$ cat src/rtl/skid_rr_arbiter_pkg.sv
// Shared definitions for the round-robin skid arbiter: FSM encoding and a
// constant clog2 used to validate parameter combinations at elaboration.
package skid_rr_arbiter_pkg;

    typedef enum logic {
        IDLE   = 1'b0,
        LOCKED = 1'b1
    } state_t;

    function automatic int clog2(input int value);
        int result = 0;
        for (int i = 0; i < 31; i++) begin
            if ((1 << i) < value) begin
                result = i + 1;
            end
        end
        return result;
    endfunction

endpackage

$ cat src/rtl/skid_rr_arbiter_if.sv
// Bundle of the requester-side and downstream handshakes of the arbiter.
// Handshake rule for every valid/ready pair here: a word moves on a rising
// edge where valid and ready are both high; a producer holds valid and data
// stable until that edge, and valid never waits on ready.
interface skid_rr_arbiter_if #(
    parameter int WORD_WIDTH = 10,
    parameter int NUM_REQ    = 4,
    parameter int ID_WIDTH   = 2
);
    import skid_rr_arbiter_pkg::*;

    logic [NUM_REQ-1:0]            req_valid;
    logic [NUM_REQ-1:0]            req_ready;
    logic [NUM_REQ*WORD_WIDTH-1:0] req_data;
    logic                          output_valid;
    logic                          output_ready;
    logic [WORD_WIDTH-1:0]         output_data;
    logic [ID_WIDTH-1:0]           output_id;

    modport master (
        output req_valid, req_data, output_ready,
        input  req_ready, output_valid, output_data, output_id
    );

    modport slave (
        input  req_valid, req_data, output_ready,
        output req_ready, output_valid, output_data, output_id
    );

endinterface

$ cat src/rtl/skid_rr_arbiter_hs_update.sv
// Two-entry pipeline skid buffer: one cycle from input transfer to o_valid,
// full throughput, and one extra word absorbed when i_ready drops.
module skid_rr_arbiter_hs_update #(
    parameter int WIDTH = 12
) (
    input  logic             clock,
    input  logic             clear,
    input  logic             i_valid,
    output logic             o_ready,
    input  logic [WIDTH-1:0] i_data,
    output logic             o_valid,
    input  logic             i_ready,
    output logic [WIDTH-1:0] o_data
);
    logic             r_main_valid;
    logic [WIDTH-1:0] r_main_data;
    logic             r_skid_valid;
    logic [WIDTH-1:0] r_skid_data;
    logic             w_in_fire;
    logic             w_main_free;

    // Ready comes straight from a register so upstream never sees a comb path.
    assign o_ready     = ~r_skid_valid;
    assign w_in_fire   = i_valid & ~r_skid_valid;
    assign w_main_free = ~r_main_valid | i_ready;
    assign o_valid     = r_main_valid;
    assign o_data      = r_main_data;

    always_ff @(posedge clock) begin
        if (clear) begin
            r_main_valid <= 1'b0;
            r_main_data  <= '0;
            r_skid_valid <= 1'b0;
            r_skid_data  <= '0;
        end else if (w_main_free) begin
            if (r_skid_valid) begin
                r_main_valid <= 1'b1;
                r_main_data  <= r_skid_data;
                r_skid_valid <= 1'b0;
            end else begin
                r_main_valid <= w_in_fire;
                if (w_in_fire) begin
                    r_main_data <= i_data;
                end
            end
        end else if (w_in_fire) begin
            r_skid_valid <= 1'b1;
            r_skid_data  <= i_data;
        end
    end

endmodule

$ cat src/rtl/skid_rr_arbiter.sv
// Round-robin arbiter with bounded burst locking that funnels NUM_REQ
// requesters into one skid buffer stage, tagging each word with its source.
module skid_rr_arbiter
    import skid_rr_arbiter_pkg::*;
#(
    parameter int WORD_WIDTH = 10,
    parameter int NUM_REQ    = 4,
    parameter int ID_WIDTH   = 2,
    parameter int HOLD_MAX   = 4
) (
    input  logic                clock,
    input  logic                clear,
    skid_rr_arbiter_if.slave    bus,
    output state_t              o_state,
    output logic [ID_WIDTH-1:0] o_rr_ptr
);
    localparam int BURST_W = clog2(HOLD_MAX + 1);
    localparam int SKID_W  = WORD_WIDTH + ID_WIDTH;

    if (ID_WIDTH != clog2(NUM_REQ)) begin : g_bad_id_width
        $error("ID_WIDTH must equal clog2(NUM_REQ)");
    end
    if (NUM_REQ < 2 || HOLD_MAX < 1) begin : g_bad_sizes
        $error("NUM_REQ must be >= 2 and HOLD_MAX >= 1");
    end

    state_t              r_state, w_state_nxt;
    logic [ID_WIDTH-1:0] r_rr_ptr, w_rr_ptr_nxt;
    logic [ID_WIDTH-1:0] r_grant_q, w_grant_nxt;
    logic [BURST_W-1:0]  r_burst_cnt, w_burst_nxt;
    logic [NUM_REQ-1:0]  w_req_ready;
    logic                w_grant_valid;
    logic                w_skid_in_valid;
    logic                w_skid_in_ready;
    logic [SKID_W-1:0]   w_skid_in_data;
    logic                w_skid_out_valid;
    logic [SKID_W-1:0]   w_skid_out_data;
    logic                w_in_fire;
    logic [ID_WIDTH-1:0] w_release_ptr;
    logic [WORD_WIDTH-1:0] w_req_words [NUM_REQ];

    for (genvar g = 0; g < NUM_REQ; g++) begin : g_unpack
        assign w_req_words[g] = bus.req_data[g*WORD_WIDTH +: WORD_WIDTH];
    end

    // First valid requester at or after ptr, wrapping modulo NUM_REQ.
    function automatic logic [ID_WIDTH-1:0] rr_pick(input logic [NUM_REQ-1:0] valid,
                                                    input logic [ID_WIDTH-1:0] ptr);
        logic [ID_WIDTH-1:0] pick;
        logic [ID_WIDTH-1:0] idx;
        logic                found;
        int                  sum;
        pick  = ptr;
        found = 1'b0;
        for (int i = 0; i < NUM_REQ; i++) begin
            sum = int'(ptr) + i;
            if (sum >= NUM_REQ) begin
                sum = sum - NUM_REQ;
            end
            idx = ID_WIDTH'(sum);
            if (!found && valid[idx]) begin
                pick  = idx;
                found = 1'b1;
            end
        end
        return pick;
    endfunction

    assign w_release_ptr = (r_grant_q == ID_WIDTH'(NUM_REQ - 1)) ? '0 : r_grant_q + ID_WIDTH'(1);

    always_comb begin
        w_grant_valid   = bus.req_valid[r_grant_q];
        w_skid_in_valid = 1'b0;
        w_req_ready     = '0;
        w_skid_in_data  = {r_grant_q, w_req_words[r_grant_q]};
        // Nothing is accepted while clear is high, so a requester keeps its word.
        if (r_state == LOCKED && !clear) begin
            w_skid_in_valid         = w_grant_valid;
            w_req_ready[r_grant_q]  = w_skid_in_ready;
        end
        w_in_fire    = w_skid_in_valid & w_skid_in_ready;
        w_state_nxt  = r_state;
        w_rr_ptr_nxt = r_rr_ptr;
        w_grant_nxt  = r_grant_q;
        w_burst_nxt  = r_burst_cnt;
        case (r_state)
            IDLE: begin
                if (|bus.req_valid) begin
                    w_grant_nxt = rr_pick(bus.req_valid, r_rr_ptr);
                    w_burst_nxt = '0;
                    w_state_nxt = LOCKED;
                end
            end
            LOCKED: begin
                if (!w_grant_valid) begin
                    w_rr_ptr_nxt = w_release_ptr;
                    w_state_nxt  = IDLE;
                end else if (w_in_fire) begin
                    if (r_burst_cnt == BURST_W'(HOLD_MAX - 1)) begin
                        w_rr_ptr_nxt = w_release_ptr;
                        w_state_nxt  = IDLE;
                    end else begin
                        w_burst_nxt = r_burst_cnt + BURST_W'(1);
                    end
                end
            end
            default: w_state_nxt = IDLE;
        endcase
    end

    always_ff @(posedge clock) begin
        if (clear) begin
            r_state     <= IDLE;
            r_rr_ptr    <= '0;
            r_grant_q   <= '0;
            r_burst_cnt <= '0;
        end else begin
            r_state     <= w_state_nxt;
            r_rr_ptr    <= w_rr_ptr_nxt;
            r_grant_q   <= w_grant_nxt;
            r_burst_cnt <= w_burst_nxt;
        end
    end

    skid_rr_arbiter_hs_update #(
        .WIDTH (SKID_W)
    ) u_hs_update (
        .clock   (clock),
        .clear   (clear),
        .i_valid (w_skid_in_valid),
        .o_ready (w_skid_in_ready),
        .i_data  (w_skid_in_data),
        .o_valid (w_skid_out_valid),
        .i_ready (bus.output_ready),
        .o_data  (w_skid_out_data)
    );

    assign bus.req_ready    = w_req_ready;
    assign bus.output_valid = w_skid_out_valid & ~clear;
    assign bus.output_data  = clear ? '0 : w_skid_out_data[WORD_WIDTH-1:0];
    assign bus.output_id    = clear ? '0 : w_skid_out_data[SKID_W-1:WORD_WIDTH];
    assign o_state          = r_state;
    assign o_rr_ptr         = r_rr_ptr;

endmodule
$ cat src/flat_wrapper.sv
// flat-port wrapper written by rule: the top's interface ports become plain ports
module skid_rr_arbiter_flat import skid_rr_arbiter_pkg::*;
#(
    parameter int WORD_WIDTH = 10,
    parameter int NUM_REQ    = 4,
    parameter int ID_WIDTH   = 2,
    parameter int HOLD_MAX   = 4
)
  (clock, clear, o_state, o_rr_ptr, bus_req_valid, bus_req_data, bus_output_ready, bus_req_ready, bus_output_valid, bus_output_data, bus_output_id);
  skid_rr_arbiter_if #(.WORD_WIDTH(WORD_WIDTH), .NUM_REQ(NUM_REQ), .ID_WIDTH(ID_WIDTH)) bus_i ();
  input  logic clock;
  input  logic clear;
  output state_t o_state;
  output logic [ID_WIDTH-1:0] o_rr_ptr;
  input wire logic [$bits(bus_i.req_valid)-1:0] bus_req_valid;
  input wire logic [$bits(bus_i.req_data)-1:0] bus_req_data;
  input wire logic [$bits(bus_i.output_ready)-1:0] bus_output_ready;
  output wire logic [$bits(bus_i.req_ready)-1:0] bus_req_ready;
  output wire logic [$bits(bus_i.output_valid)-1:0] bus_output_valid;
  output wire logic [$bits(bus_i.output_data)-1:0] bus_output_data;
  output wire logic [$bits(bus_i.output_id)-1:0] bus_output_id;
  assign bus_i.req_valid = bus_req_valid;
  assign bus_i.req_data = bus_req_data;
  assign bus_i.output_ready = bus_output_ready;
  assign bus_req_ready = bus_i.req_ready;
  assign bus_output_valid = bus_i.output_valid;
  assign bus_output_data = bus_i.output_data;
  assign bus_output_id = bus_i.output_id;
  skid_rr_arbiter #(.WORD_WIDTH(WORD_WIDTH), .NUM_REQ(NUM_REQ), .ID_WIDTH(ID_WIDTH), .HOLD_MAX(HOLD_MAX)) u_core (.clock(clock), .clear(clear), .bus(bus_i), .o_state(o_state), .o_rr_ptr(o_rr_ptr));
endmodule
$ cat config.mk
export PLATFORM = sky130hd
export DESIGN_NAME = skid_rr_arbiter_flat
export DESIGN_NICKNAME = d
export VERILOG_FILES = /design/src/rtl/skid_rr_arbiter_pkg.sv /design/src/rtl/skid_rr_arbiter_if.sv /design/src/rtl/skid_rr_arbiter_hs_update.sv /design/src/rtl/skid_rr_arbiter.sv /design/src/flat_wrapper.sv
export SDC_FILE = /design/constraint.sdc
export NUM_CORES = 1
export LEC_CHECK = 0
export BUFFER_PORTS_ARGS = -buffer_cell sky130_fd_sc_hd__buf_4
export CORE_MARGIN = 4
export CORE_UTILIZATION = 50
export DETAILED_ROUTE_END_ITERATION = 8
export PLACE_DENSITY = 0.75
export SETUP_SLACK_MARGIN = 0.05
export SYNTH_ARGS = -nofsm -noshare
export SYNTH_HDL_FRONTEND = slang
export SYNTH_SLANG_ARGS = --single-unit
$ cat constraint.sdc
create_clock -name clock -period 2.71 [get_ports clock]
set_clock_uncertainty 0.15 [all_clocks]
set_input_delay 0.271 -clock clock [delete_from_list [all_inputs] [get_ports clock]]
set_output_delay 0.271 -clock clock [all_outputs]
set_load 0.01 [all_outputs]
==> metrics list <==
- Number of global-route vias before repair: 1,681
* Final weighted congestion in routability-driven placement: 0.7626
- After global routing the overflow that remains totals 0.
* Post-route cell area: 0.002601 mm²
* Launching point of the worst reg2reg path: u_core.o_state$_SDFF_PP0_
- The setup path with the least slack is of type reg -> reg.
- TritonCTS built the clock tree.
- Met1 global-route usage: 26.47%
- Synthesis inferred 34 register bits.
- CP Data Arrival Time: 2.17 ns
- At the pin with the least slew margin, the transition time is 0.6583 ns.
- In this run the number of H-tree levels came out at 2.
- Number of instances in the synthesized netlist: 210
- Cells traversed along the worst timing path: nor3b_1 -> nand3_1 -> nand2_1 -> a21oi_1
- Clock Sink Count: 34
- Yosys printed 0 warnings.
- Across the VDD grid, the largest voltage drop is 249.7 µV.
- DR iter-0 viols: 128
- The total count of hold-check failures in the final report is 0.
- Global routing used 19.23% of the available tracks across all layers.
- Setup repair after global routing missed its margin: no
* Drt first pass iters: 4
- Clock Latency Late Sink: 0.28 ns
* Sequential share of the synthesized area: 33.94%
- Peak clock frequency supported by timing: 0.4631 GHz
- Yosys mapped the design onto 37 distinct sky130hd cell types.
- For this run, global-route usage on met2 was measured as 28.78%.
* Final Cycle Share: 79.68%
- Die footprint: 0.005089 mm²
- In this run the most critical hold path is launched from bus_output_ready.
- Internal reg-to-reg setup slack: 0.55 ns
- Core region area: 0.003771 mm²
- For this design the top-level I/O count stands at 67.
- For this configuration, the core starts out at a cell density of 53.19%.
- In this run the worst path has a maximum fanout of 12.
- Clock tree synthesis inserted a total of 5 buffers.
- Post-route antenna net violation count: 0
- Port buffering added 66 buffers.
- Die X: 71.34 µm
- The flow ran to the end, and the final reports show no timing, DRC or antenna violations.
- Summed over all cells, the static leakage comes to 0.001052 µW.
- Layout-stage area growth over the synthesis result: 29.69%
* Number of antenna violations at the first check in global routing: 0
- The first global-routing pass estimated 7797 µm of wire.
* Max Cap Viol: 0
* Critical path's top delay family: simple AND/OR/NAND/NOR gates
- Required time at the worst-slack endpoint: 2.72 ns
* Via density: 5.575
* Crit path time final: 2.159 ns
- CTS Root Cell: clkbuf_8
* Max clock buf depth: 2
* Grt peak-use layer: met2
* Hold slack: 0.01240 ns
- The max-slew violation total from the final report is 0.
* Biggest cell delay along the critical path: 0.59 ns
- The slowest stage of the critical path belongs to the cell nor3b_1.
- From bottom edge to top edge, the die measures 71.34 µm.
- In the final routed layout, each cell accounts on average for 14.31 µm.
* Relative max-transition margin: 56.12%
- After the last flow step, the layout net total stands at 322.
- CTS-repair resized insts: 0
- The floorplan has 22 rows.
- After detailed routing, the total wire length is 4549 µm.
- The worst setup path is captured at a register.
- Clock transition at the registers of the reported paths: 0.07 ns
- Once placement completed, the tool counted placed cells totaling 310.
- Synthesized Nets: 263
* Finished Layout Cells: 318
- Met3 demand-to-capacity share in global routing: 5.049%
- Area after detailed placement: 0.002495 mm²
- For the worst flop-to-flop path, the logic depth is 4.
- Entering global routing, the biggest net connects 47 pins.
- Critical path startpoint category: register
* Quantity of hold-fixing buffers added after cts: 0
* Critical path buffers and inverters: 0
- Prior to clock tree synthesis, the placed netlist has a worst setup slack of 0.4972 ns.
* Commonest non-fill, non-tap cell in the layout: buf_4
- Cells with a size suffix above 1 make up 35.93% of the layout.
* DRC violation count after routing: 0
* ANT cells: 0
* Capture instance of the worst register-to-register path: u_core.u_hs_update.r_skid_data[4]$_SDFFE_PP0P_
* Worst hold path stage count: 2
* Class of the worst hold path: in -> reg
- Power density over cell area: 461.1 mW/mm²
- The detailed router placed 1,773 vias in this run.
- Once detailed placement completed, the half-perimeter wirelength came to 3293 µm.
* Min-Delay Endpoint: u_core.u_hs_update.r_skid_valid$_SDFFE_PP0P_
* Average size of a mapped cell: 9.551 µm²
* Commonest non-fill, non-tap cells in the layout: buf_4 (70), dfxtp_1 (34), nand2_1 (27), a21oi_1 (16), mux2i_1 (14)
- Setup slack of the critical path after layout: 0.5506 ns
- Summing every instance area after synthesis gives 0.002006 mm².
* Setup violators final: 0
- Number of setup buffers added after CTS: 0
- Setup total negative slack: 0 ns
synth_stat cells (all sizes together):
cell	n	area, µm²
nor2	4	15.01
nand2b	1	6.260
o41ai	12	105.1
nand3	2	10.01
nand2	27	101.4
mux2i	14	140.1
o211ai	1	7.510
nor2b	3	18.77
and2b	12	102.6
a311oi	1	8.760
o21bai	1	7.510
a31oi	1	21.27
a211oi	1	7.510
nand4	3	18.77
a211o	1	8.760
buf	11	72.56
clkbuf	7	26.28
or2	1	6.260
ha	6	75.07
a21boi	1	11.26
dfxtp	34	680.7
mux4	11	262.8
nor3b	2	15.01
inv	9	33.78
a21oi	16	80.08
and2	5	31.28
nor4	1	6.260
o221ai	2	17.52
nand4bb	1	11.26
nor3	3	15.01
and3	1	6.260
o21ai	15	75.07
cell type report:
type                            instances  area, µm²
Inverter                                9      33.78
Sequential cell                        34      680.7
Tap cell                               48      60.06
Clock inverter                          1      30.03
Timing Repair Buffer                   70      525.5
Clock buffer                            7      76.32
Multi-Input combinational cell        149       1195
Fill cell                             332       1170
cell families after synthesis:
| logic type | count (synthesis) | share of synthesized area, % |
|---|---|---|
| simple gates | 66 | 18.15 |
| compound gates | 52 | 17.47 |
| mux | 25 | 20.09 |
| flops | 34 | 33.94 |
| fa+ha+maj | 6 | 3.743 |
| buf+inv | 27 | 6.612 |
state kept, by name, summed over array words and instances (netlist names):
register                         count
u_core.u_hs_update.o_data           12
u_core.u_hs_update.r_skid_data      12
u_core.r_burst_cnt                   3
u_core.o_rr_ptr                      2
u_core.r_grant_q                     2
u_core.o_state                       1
u_core.u_hs_update.o_valid           1
u_core.u_hs_update.r_skid_valid      1
worst max-delay path by stage:
stage | from | endpoint | slack [ns] | cells past startpoint
after floorplan | u_core.r_grant_q[0]$_SDFFE_PP0P_ | u_core.u_hs_update.o_data[10]$_SDFFE_PP0P_ | 0.83 | 6
after global placement | clear | u_core.u_hs_update.r_skid_data[7]$_SDFFE_PP0P_ | 0.62 | 5
after detailed placement | clear | u_core.u_hs_update.r_skid_data[4]$_SDFFE_PP0P_ | 0.50 | 5
after CTS | u_core.o_state$_SDFF_PP0_ | u_core.u_hs_update.r_skid_data[4]$_SDFFE_PP0P_ | 0.51 | 4
after global routing | u_core.o_state$_SDFF_PP0_ | u_core.u_hs_update.r_skid_data[7]$_SDFFE_PP0P_ | 0.29 | 4
final | u_core.o_state$_SDFF_PP0_ | u_core.u_hs_update.r_skid_data[4]$_SDFFE_PP0P_ | 0.55 | 4
metal layers:
layer,share of wire [%],vias to the layer above,wire length (µm)
met5,0,-,0
met4,1.4,0,63
met3,6.9,4,315
met2,46,56,2095
met1,46,823,2074
li1,-,890,-
metrics by stage:
step	utilization, %	total power (µW)
global route	68.98	1254
detailed placement	66.16	756.8
floorplan	-	667.3
CTS	68.98	1211
finish	68.98	1199
global placement	66.16	752.0
where the power goes:
part / leakage, µW / total, µW / internal, µW / switching [µW]
Sequential: 0.000275 / 526 / 515 / 11.2
Clock: 0.0000524 / 455 / 275 / 179
Combinational: 0.000724 / 219 / 119 / 99.6
No activity file was read; power rests on OpenSTA's default activity.
